## src/rtl/shift_mix_stage.sv

```systemverilog
// AES ShiftRows + MixColumns round stage, one captured state per block.
// Latency: out_valid rises 4/COLS_PER_CYCLE edges after the accept edge.
// Backpressure: result held in DONE until out_ready; in_ready only while IDLE.
//
// Ports:
//   clk, rst          - single clock, synchronous active-high reset
//   in_valid/in_ready - handshake for state_in + last_round (SubBytes output)
//   state_in[127:0]   - post-SubBytes state, byte k at [127-8k -: 8], column-major
//   last_round        - 1 = ShiftRows only (final AES round)
//   out_valid/out_ready - handshake for state_out toward AddRoundKey
//   state_out[127:0]  - ShiftRows(+MixColumns) result, retained after handoff
//   busy              - high while a block is in BUSY or DONE
module shift_mix_stage #(
   parameter int COLS_PER_CYCLE = 1
) (
   input  logic         clk,
   input  logic         rst,
   input  logic         in_valid,
   output logic         in_ready,
   input  logic [127:0] state_in,
   input  logic         last_round,
   output logic         out_valid,
   input  logic         out_ready,
   output logic [127:0] state_out,
   output logic         busy
);

   generate
      if (!(COLS_PER_CYCLE == 1 || COLS_PER_CYCLE == 2 || COLS_PER_CYCLE == 4)) begin : g_bad_cols
         $error("shift_mix_stage: COLS_PER_CYCLE must be 1, 2 or 4");
      end
   endgenerate

   // Counter increment; modulo keeps it 2 bits wide (the 4-column case never
   // takes the increment branch because one cycle finishes the block).
   localparam logic [1:0] COL_STEP = 2'(COLS_PER_CYCLE % 4);

   typedef enum logic [1:0] {IDLE, BUSY, DONE} fsm_t;

   fsm_t         state;
   logic [1:0]   col_cnt;
   logic [127:0] cap_state;
   logic         cap_last;

   logic [127:0] shifted;
   logic [31:0]  res_col [4];

   function automatic logic [7:0] xtime(input logic [7:0] b);
      return {b[6:0], 1'b0} ^ (b[7] ? 8'h1b : 8'h00);
   endfunction

   // Column word holds row 0 in the top byte.
   function automatic logic [31:0] mix_col(input logic [31:0] col);
      logic [7:0] a0, a1, a2, a3;
      logic [7:0] o0, o1, o2, o3;
      a0 = col[31:24];
      a1 = col[23:16];
      a2 = col[15:8];
      a3 = col[7:0];
      o0 = xtime(a0) ^ xtime(a1) ^ a1 ^ a2 ^ a3;
      o1 = a0 ^ xtime(a1) ^ xtime(a2) ^ a2 ^ a3;
      o2 = a0 ^ a1 ^ xtime(a2) ^ xtime(a3) ^ a3;
      o3 = xtime(a0) ^ a0 ^ a1 ^ a2 ^ xtime(a3);
      return {o0, o1, o2, o3};
   endfunction

   // Full ShiftRows and per-column results from the captured state; the FSM
   // picks which columns land in state_out each BUSY cycle.
   always_comb begin
      shifted = '0;
      for (int c = 0; c < 4; c++) begin
         for (int r = 0; r < 4; r++) begin
            shifted[127-8*(4*c+r) -: 8] = cap_state[127-8*(4*((c+r)%4)+r) -: 8];
         end
      end
      for (int c = 0; c < 4; c++) begin
         res_col[c] = cap_last ? shifted[127-32*c -: 32]
                               : mix_col(shifted[127-32*c -: 32]);
      end
   end

   always_ff @(posedge clk) begin
      if (rst) begin
         state     <= IDLE;
         col_cnt   <= 2'd0;
         cap_state <= '0;
         cap_last  <= 1'b0;
         state_out <= '0;
         in_ready  <= 1'b1;
         out_valid <= 1'b0;
         busy      <= 1'b0;
      end else begin
         case (state)
            IDLE: begin
               if (in_valid) begin
                  cap_state <= state_in;
                  cap_last  <= last_round;
                  col_cnt   <= 2'd0;
                  state     <= BUSY;
                  in_ready  <= 1'b0;
                  busy      <= 1'b1;
               end
            end
            BUSY: begin
               for (int c = 0; c < 4; c++) begin
                  if (c >= int'(col_cnt) && c < int'(col_cnt) + COLS_PER_CYCLE)
                     state_out[127-32*c -: 32] <= res_col[c];
               end
               if (int'(col_cnt) + COLS_PER_CYCLE >= 4) begin
                  col_cnt   <= 2'd0;
                  state     <= DONE;
                  out_valid <= 1'b1;
               end else begin
                  col_cnt <= col_cnt + COL_STEP;
               end
            end
            DONE: begin
               if (out_ready) begin
                  state     <= IDLE;
                  out_valid <= 1'b0;
                  busy      <= 1'b0;
                  in_ready  <= 1'b1;
               end
            end
            default: begin
               state     <= IDLE;
               col_cnt   <= 2'd0;
               out_valid <= 1'b0;
               busy      <= 1'b0;
               in_ready  <= 1'b1;
            end
         endcase
      end
   end

endmodule

```

## config.mk

```make
export PLATFORM = sky130hd
export DESIGN_NAME = shift_mix_stage
export DESIGN_NICKNAME = d
export VERILOG_FILES = /design/src/rtl/shift_mix_stage.sv
export SDC_FILE = /design/constraint.sdc
export NUM_CORES = 1
export LEC_CHECK = 0
export ABC_AREA = 1
export CORE_ASPECT_RATIO = 0.9
export CORE_MARGIN = 3
export CORE_UTILIZATION = 50
export CTS_CLUSTER_SIZE = 8
export DETAILED_ROUTE_END_ITERATION = 10
export PLACE_DENSITY = 0.75
export SYNTH_ARGS = -nofsm -noshare
export SYNTH_HDL_FRONTEND = slang
export SYNTH_SLANG_ARGS = --single-unit
```

## constraint.sdc

```tcl
create_clock -name clk -period 1.5 [get_ports clk]
set_input_delay 0.15 -clock clk [delete_from_list [all_inputs] [get_ports clk]]
set_output_delay 0.15 -clock clk [all_outputs]
set_load 0.02 [all_outputs]
```

==> results.py, run 1 <==
metrics = {
    "sta": {
        "maxSlewViolCount": 0,
        "setup_slack_ps": 31.93,
        "max_freq_mhz": 681.2,
        "slew_headroom_pct": 55.76,
        "setup_viol": 0,
        "fin_crit_sh_pct": 97.87,
        "rsz0062_at_grt": "true",
        "fin_worst_skew_ps": 14.30,
        "worst_pin_slew_ps": 663.6,
        "hold_viol": 0,
        "finalCriticalPeriod_ps": 1468,
    },
    "route": {
        "drc_errors": 0,
        "dr.first_iter.drc_count": 1454,
        "vias": 20260,
        "via_per_inst": 5.457,
        "ant_nets": 0,
        "wire_per_inst_um": 15.76,
        "routed_wirelength_mm": 58.51,
        "first_pass_iters": 6,
    },
    "place": {
        "place_inst": 3647,
        "io_buffers": 263,
        "finalWeightedCongestion": 0.9480,
        "dp_slack_ps": -58.47,
        "dpl.hpwl_mm": 39.58,
    },
    "clock_tree": {
        "clock_latency_ps": 530,
        "cts_tree": "yes",
        "clk_path_buf_depth": 3,
        "clk_pin_slew_ps": 50,
        "hold_buffers": 0,
        "cts_made_buffers": 38,
        "clockRootBuffer": "clkbuf_16",
        "clock-sinks": 264,
        "h-tree-depth": 2,
    },
    "setup_path": {
        "reg2reg_slack_ps": 40,
        "cp.buffers_inverters": 1,
        "criticalPathCategory": "flop to output port",
        "setup.worst_path.start_class": "flop",
        "reg2reg_from": "cap_state[55]",
        "cp_cell_sequence": "dlygate4sd2_1",
        "critPathArrivalTime_ps": 1320,
        "crit_fanout": 2,
        "cp-endpoint": "state_out[49]",
        "crit_slowest_cell": "dfxtp_1",
        "worst_r2r_endpoint": "state_out[80]",
        "worst_ep_required_time_ps": 1350,
        "r2r_cells": 10,
        "crit_path_end_kind": "output port",
        "cp-startpoint": "state_out[49]",
        "cp_top_family": "flip-flops",
        "cpPeakStageDelay_ps": 420,
        "worstSetupPathDepth": 1,
    },
    "floorplan": {
        "die_w_um": 200.3,
        "rows": 63,
        "initial_core_util_pct": 51.17,
        "core_um2": 33190,
        "die_h_um": 180.8,
        "dieArea_um2": 36210,
        "io_pins": 264,
    },
    "cells_and_area": {
        "fill_cells": 3073,
        "synthToLayoutAreaGrowth_pct": 31.00,
        "drive_above_1_share_pct": 8.999,
        "finalNetCount": 3392,
        "layoutNonFillerInstCount": 3713,
        "layout_common_cells": "1338 x nand2_1, 371 x a21oi_1, 242 x dfxtp_1",
        "layout_commonest_cell": "nand2_1",
    },
    "global_route": {
        "grt_pass1_wl_mm": 91.73,
        "grt_util_all_layers_pct": 29.88,
        "grt_pass1_vias": 18640,
        "met3_usage_pct": 5.242,
        "antenna_found_initial": 5,
        "grt_use_met2_pct": 49.73,
        "busiest_layer": "met2",
        "use_met1_pct": 39.23,
        "grt_max_degree": 130,
        "grt.overflow.total": 0,
    },
    "synthesis": {
        "ys_seq_area_share_pct": 31.12,
        "synth_top_family_by_area": "simple AND/OR/NAND/NOR gates",
        "synth.avg_cell_area_um2": 5.751,
        "synthXorXnorAreaFrac_pct": 3.043,
        "synth-compound-area-share_pct": 17.43,
        "synth-seq-cells": 264,
        "yosysUniqueCellTypes": 23,
        "synth_fa_ha_area_share_pct": 0.3684,
        "syn_area_um2": 16980,
        "synth_warnings": 0,
        "synth_cells": 2953,
        "syn_nets": 3091,
        "synthSimpleGateAreaFrac_pct": 39.16,
        "yosys-mux-area-fraction_pct": 0,
    },
    "worst_hold_path": {
        "hp-class": "primary input to flop",
    },
    "power": {
        "netSwitchingPower_uw": 7843,
        "max-vdd-ir-drop_uv": 768.8,
        "leakage_uw": 0.01117,
        "comb_power_share_pct": 30.5,
        "p_int_uw": 14880,
        "seqPwrFrac_pct": 34.9,
        "swShare_pct": 34.52,
        "clkPwrFrac_pct": 34.6,
        "p_per_area_nw_per_um2": 1021,
    },
    "run_status": {
        "status": "completed",
    },
    "run": {
        "drv_cap": 0,
    },
}
## layout make-up
cell class              count  area, um^2  area share, %
clock buffers              42        1030          4.629
inverters                 208       803.3          3.611
well taps                 455       569.3          2.559
multi-input cells        2329       10430          46.86
flip-flops and latches    264        5315          23.89
diodes                      2       5.005        0.02250
repair buffers            413        4098          18.42
## what timing repair did
item,in CTS,in global routing
gates cloned,1,9
pin swaps,0,9
endpoints found under the setup margin,136,100
gates resized for setup,135,127
buffers inserted,0,12
## logic make-up after synthesis
| family | count (synthesis) |
|---|---|
| xor+xnor | 59 |
| compound gates | 590 |
| flops | 264 |
| fa+ha+maj | 5 |
| simple gates | 1675 |
| buf+inv | 360 |
## synthesized netlist by cell type, drive strengths merged
| library cell | number | area share [%] |
|---|---|---|
| nand2 | 1347 | 30 |
| a21oi | 404 | 12 |
| dfxtp | 264 | 31 |
| nand3 | 240 | 7.1 |
| inv | 200 | 4.4 |
| o21ai | 184 | 5.4 |
| clkbuf | 87 | 1.9 |
| nor2 | 75 | 1.7 |
| buf | 65 | 2.4 |
| xnor2 | 30 | 1.5 |
| xor2 | 29 | 1.5 |
| nand3b | 12 | 0.53 |
| clkinv | 8 | 0.18 |
| ha | 5 | 0.37 |
| a221oi | 1 | 0.052 |
| o21a | 1 | 0.044 |
| or2 | 1 | 0.037 |
## worst register-to-register path, stage by stage (launching register included)
cell        delay, ps
dfxtp_2           340
clkinvlp_4        190
buf_6             190
buf_12            120
buf_4             120
nand2_1            70
nand2_1            60
nand2_1            50
nand3_1            60
nand2_1            60
a21oi_1            60
## power groups by stage
stage                     clock (uW)  sequential, uW  combinational [uW]
after detailed placement           0            8020                6630
after global placement             0            8010                6440
after floorplan                    0            8020                4490
final                           7870            7920                6930
after CTS                       8030            7880                6600
after global routing            8240            7970                7770
## state kept, by name, summed over array words and instances (netlist names)
register and count:
state_out 128, busy 1, in_ready 1, col_cnt 2, state 2, cap_last 1
out_valid 1, cap_state 128
## per-layer routing
metal | up-vias | part of all wire (%)
met5 | - | 0.058
met4 | 6 | 2.9
met3 | 148 | 8.5
met2 | 851 | 46
met1 | 9214 | 42
li1 | 10040 | -
## per-stage QoR
step	utilization (%)	total power (uW)	TNS, ps	cell area [um^2]	hold WS (ps)
after global routing	67.03	23980	-794.0	22250	211.2
after global placement	62.34	14450	-116.6	20690	440.8
after CTS	65.06	22510	0	21590	177.0
final	67.03	22720	0	22250	190.4
after floorplan	-	12510	0	16980	284.9
after detailed placement	62.34	14640	-1327	20690	452.2
## worst min-delay path by stage
| stage | from | slack (ps) | cells past startpoint | to |
|---|---|---|---|---|
| 6_report | rst | 190 | 4 | in_ready |
| 3_5_place_dp | state_out[54] | 450 | 2 | state_out[54] |
| 4_1_cts | rst | 180 | 4 | in_ready |
| 2_1_floorplan | state_in[14] | 280 | 2 | cap_state[14] |
| 5_1_grt | state_in[30] | 210 | 3 | cap_state[30] |
| 3_3_place_gp | cap_state[119] | 440 | 2 | cap_state[119] |
Note: power is estimated with default switching activity, not from simulation.
==> run 2, diff against run 1 <==
- ABC_CLOCK_PERIOD_IN_PS: default -> 1500
- CORE_MARGIN: 3 -> 4
- RECOVER_POWER: default -> 50
==> results.py, run 2 (synthesized netlist as in run 1, its figures left out) <==
metrics = {
    "power": {
        "netSwitchingPower_uw": 7796,
        "leakage_uw": 0.01114,
        "power_uw": 22450,
        "clkPwrFrac_pct": 34.0,
        "p_int_uw": 14660,
        "comb_power_share_pct": 30.7,
        "max-vdd-ir-drop_uv": 804.9,
        "seqPwrFrac_pct": 35.3,
        "p_per_area_nw_per_um2": 1018,
        "swShare_pct": 34.72,
    },
    "sta": {
        "whs_ps": 170.5,
        "worst_pin_slew_ps": 726.1,
        "hold_viol": 0,
        "setup_viol": 0,
        "rsz0062_at_grt": "true",
        "finalCriticalPeriod_ps": 1484,
        "setup_slack_ps": 15.68,
        "fin_crit_sh_pct": 98.95,
        "tns_ps": 0,
        "slew_headroom_pct": 51.59,
        "maxSlewViolCount": 0,
        "fin_worst_skew_ps": 17.24,
        "max_freq_mhz": 673.7,
    },
    "global_route": {
        "grt_pass1_vias": 18870,
        "grt_pass1_wl_mm": 92.88,
        "met3_usage_pct": 5.428,
        "busiest_layer": "met2",
        "use_met1_pct": 38.41,
        "grt_util_all_layers_pct": 29.77,
        "antenna_found_initial": 2,
        "grt_use_met2_pct": 50.65,
        "grt_max_degree": 130,
        "grt.overflow.total": 0,
    },
    "clock_tree": {
        "cts_made_buffers": 38,
        "clk_path_buf_depth": 3,
        "cts_tree": "yes",
        "h-tree-depth": 2,
        "hold_buffers": 0,
        "clock_latency_ps": 530,
        "clock-sinks": 264,
        "clockRootBuffer": "clkbuf_16",
        "clk_pin_slew_ps": 50,
    },
    "setup_path": {
        "r2r_cells": 9,
        "crit_path_end_kind": "flop",
        "reg2reg_slack_ps": 20,
        "critPathArrivalTime_ps": 1930,
        "setup.worst_path.start_class": "flop",
        "worst_ep_required_time_ps": 1940,
        "reg2reg_from": "state[0]",
        "criticalPathCategory": "flop to flop",
        "crit_fanout": 11,
        "worst_r2r_endpoint": "state_out[97]",
    },
    "cells_and_area": {
        "layout_commonest_cell": "nand2_1",
        "synthToLayoutAreaGrowth_pct": 29.86,
        "drive_above_1_share_pct": 9.113,
        "finalNetCount": 3407,
        "fill_cells": 3166,
        "layout_common_cells": "1335 x nand2_1, 388 x a21oi_1, 240 x nand3_1",
        "reg.largest.list": "cap_state x128, state_out x128",
        "fin_area_um2": 22050,
    },
    "place": {
        "placed_cell_area_um2": 20900,
        "dp_slack_ps": -155.8,
        "finalWeightedCongestion": 0.9060,
        "dpl.hpwl_mm": 41.14,
        "io_buffers": 263,
    },
    "worst_hold_path": {
        "min_from": "rst",
        "hold_end": "state_out[3]",
        "hp-class": "primary input to flop",
        "holdPathStages": 3,
    },
    "floorplan": {
        "die_w_um": 202.3,
        "die_h_um": 182.8,
        "io_pins": 264,
        "initial_core_util_pct": 51.05,
        "core_um2": 33260,
        "rows": 63,
        "dieArea_um2": 36980,
    },
    "route": {
        "wire_per_inst_um": 15.73,
        "drc_errors": 0,
        "first_pass_iters": 6,
        "vias": 20280,
        "via_per_inst": 5.439,
        "ant_nets": 0,
        "routed_wirelength_mm": 58.65,
        "dr.first_iter.drc_count": 1588,
    },
    "run": {
        "drv_cap": 0,
    },
    "run_status": {
        "status": "completed",
    },
}
==> run 2: through the flow <==
step                      utilization [%]  cells
after floorplan                         -   2953
after global placement              62.84   3669
after detailed placement            62.84   3669
after CTS                           65.37   3712
after global routing                66.28   3726
final                               66.29   3728
==> run 2: cell type report <==
cell class	instances	area, um^2	share of cell area (%)
clock inverter	1	8.758	0.03972
tap	455	569.3	2.582
inverter	208	800.8	3.631
clock buffer	40	979.7	4.443
sequential	264	5320	24.13
antenna	3	7.507	0.03404
timing repair buffer	428	4031	18.28
multi-input combinational	2329	10330	46.86
==> run 2: how the worst max path moves through the flow <==
stage,depth (start not counted),start,endpoint
after global placement,7,in_valid,cap_state[81]
after global routing,9,cap_state[15],state_out[81]
final,9,state[0],state_out[97]
after CTS,9,cap_state[115],state_out[20]
after floorplan,7,col_cnt[0],state_out[37]
after detailed placement,7,in_valid,cap_state[87]
==> run 2: power by group through the flow <==
stage	clock network (uW)	logic [uW]	registers [uW]
after floorplan	0	4490	8020
after global placement	0	6560	8020
after detailed placement	0	6730	8030
after CTS	7750	6710	7890
after global routing	8040	7750	7980
final	7640	6890	7920
==> run 2: timing repair <==
item / CTS / global route
endpoints found under the setup margin: 138 / 117
resized for setup: 135 / 102
pin swaps: 0 / 8
cloned: 0 / 6
buffers inserted: 2 / 7
==> run 2: worst max-delay path, stage by stage (launching register included) <==
cell,delay (ps)
dfxtp_2,330
inv_2,50
nor2_4,160
buf_4,150
nand2_4,80
buf_12,160
buf_4,160
a21oi_1,110
nand2_1,70
a21oi_1,120
==> run 2: per-layer routing <==
layer	vias up	routed length, um
met5	-	18
met4	2	1547
met3	102	4976
met2	838	27270
met1	9284	24830
li1	10050	-
==> run 3, diff against run 2 <==
- HOLD_SLACK_MARGIN: default -> 0.1
==> results of run 3 <==
The final DEF is identical to that of run 2; final timing and power are the same.
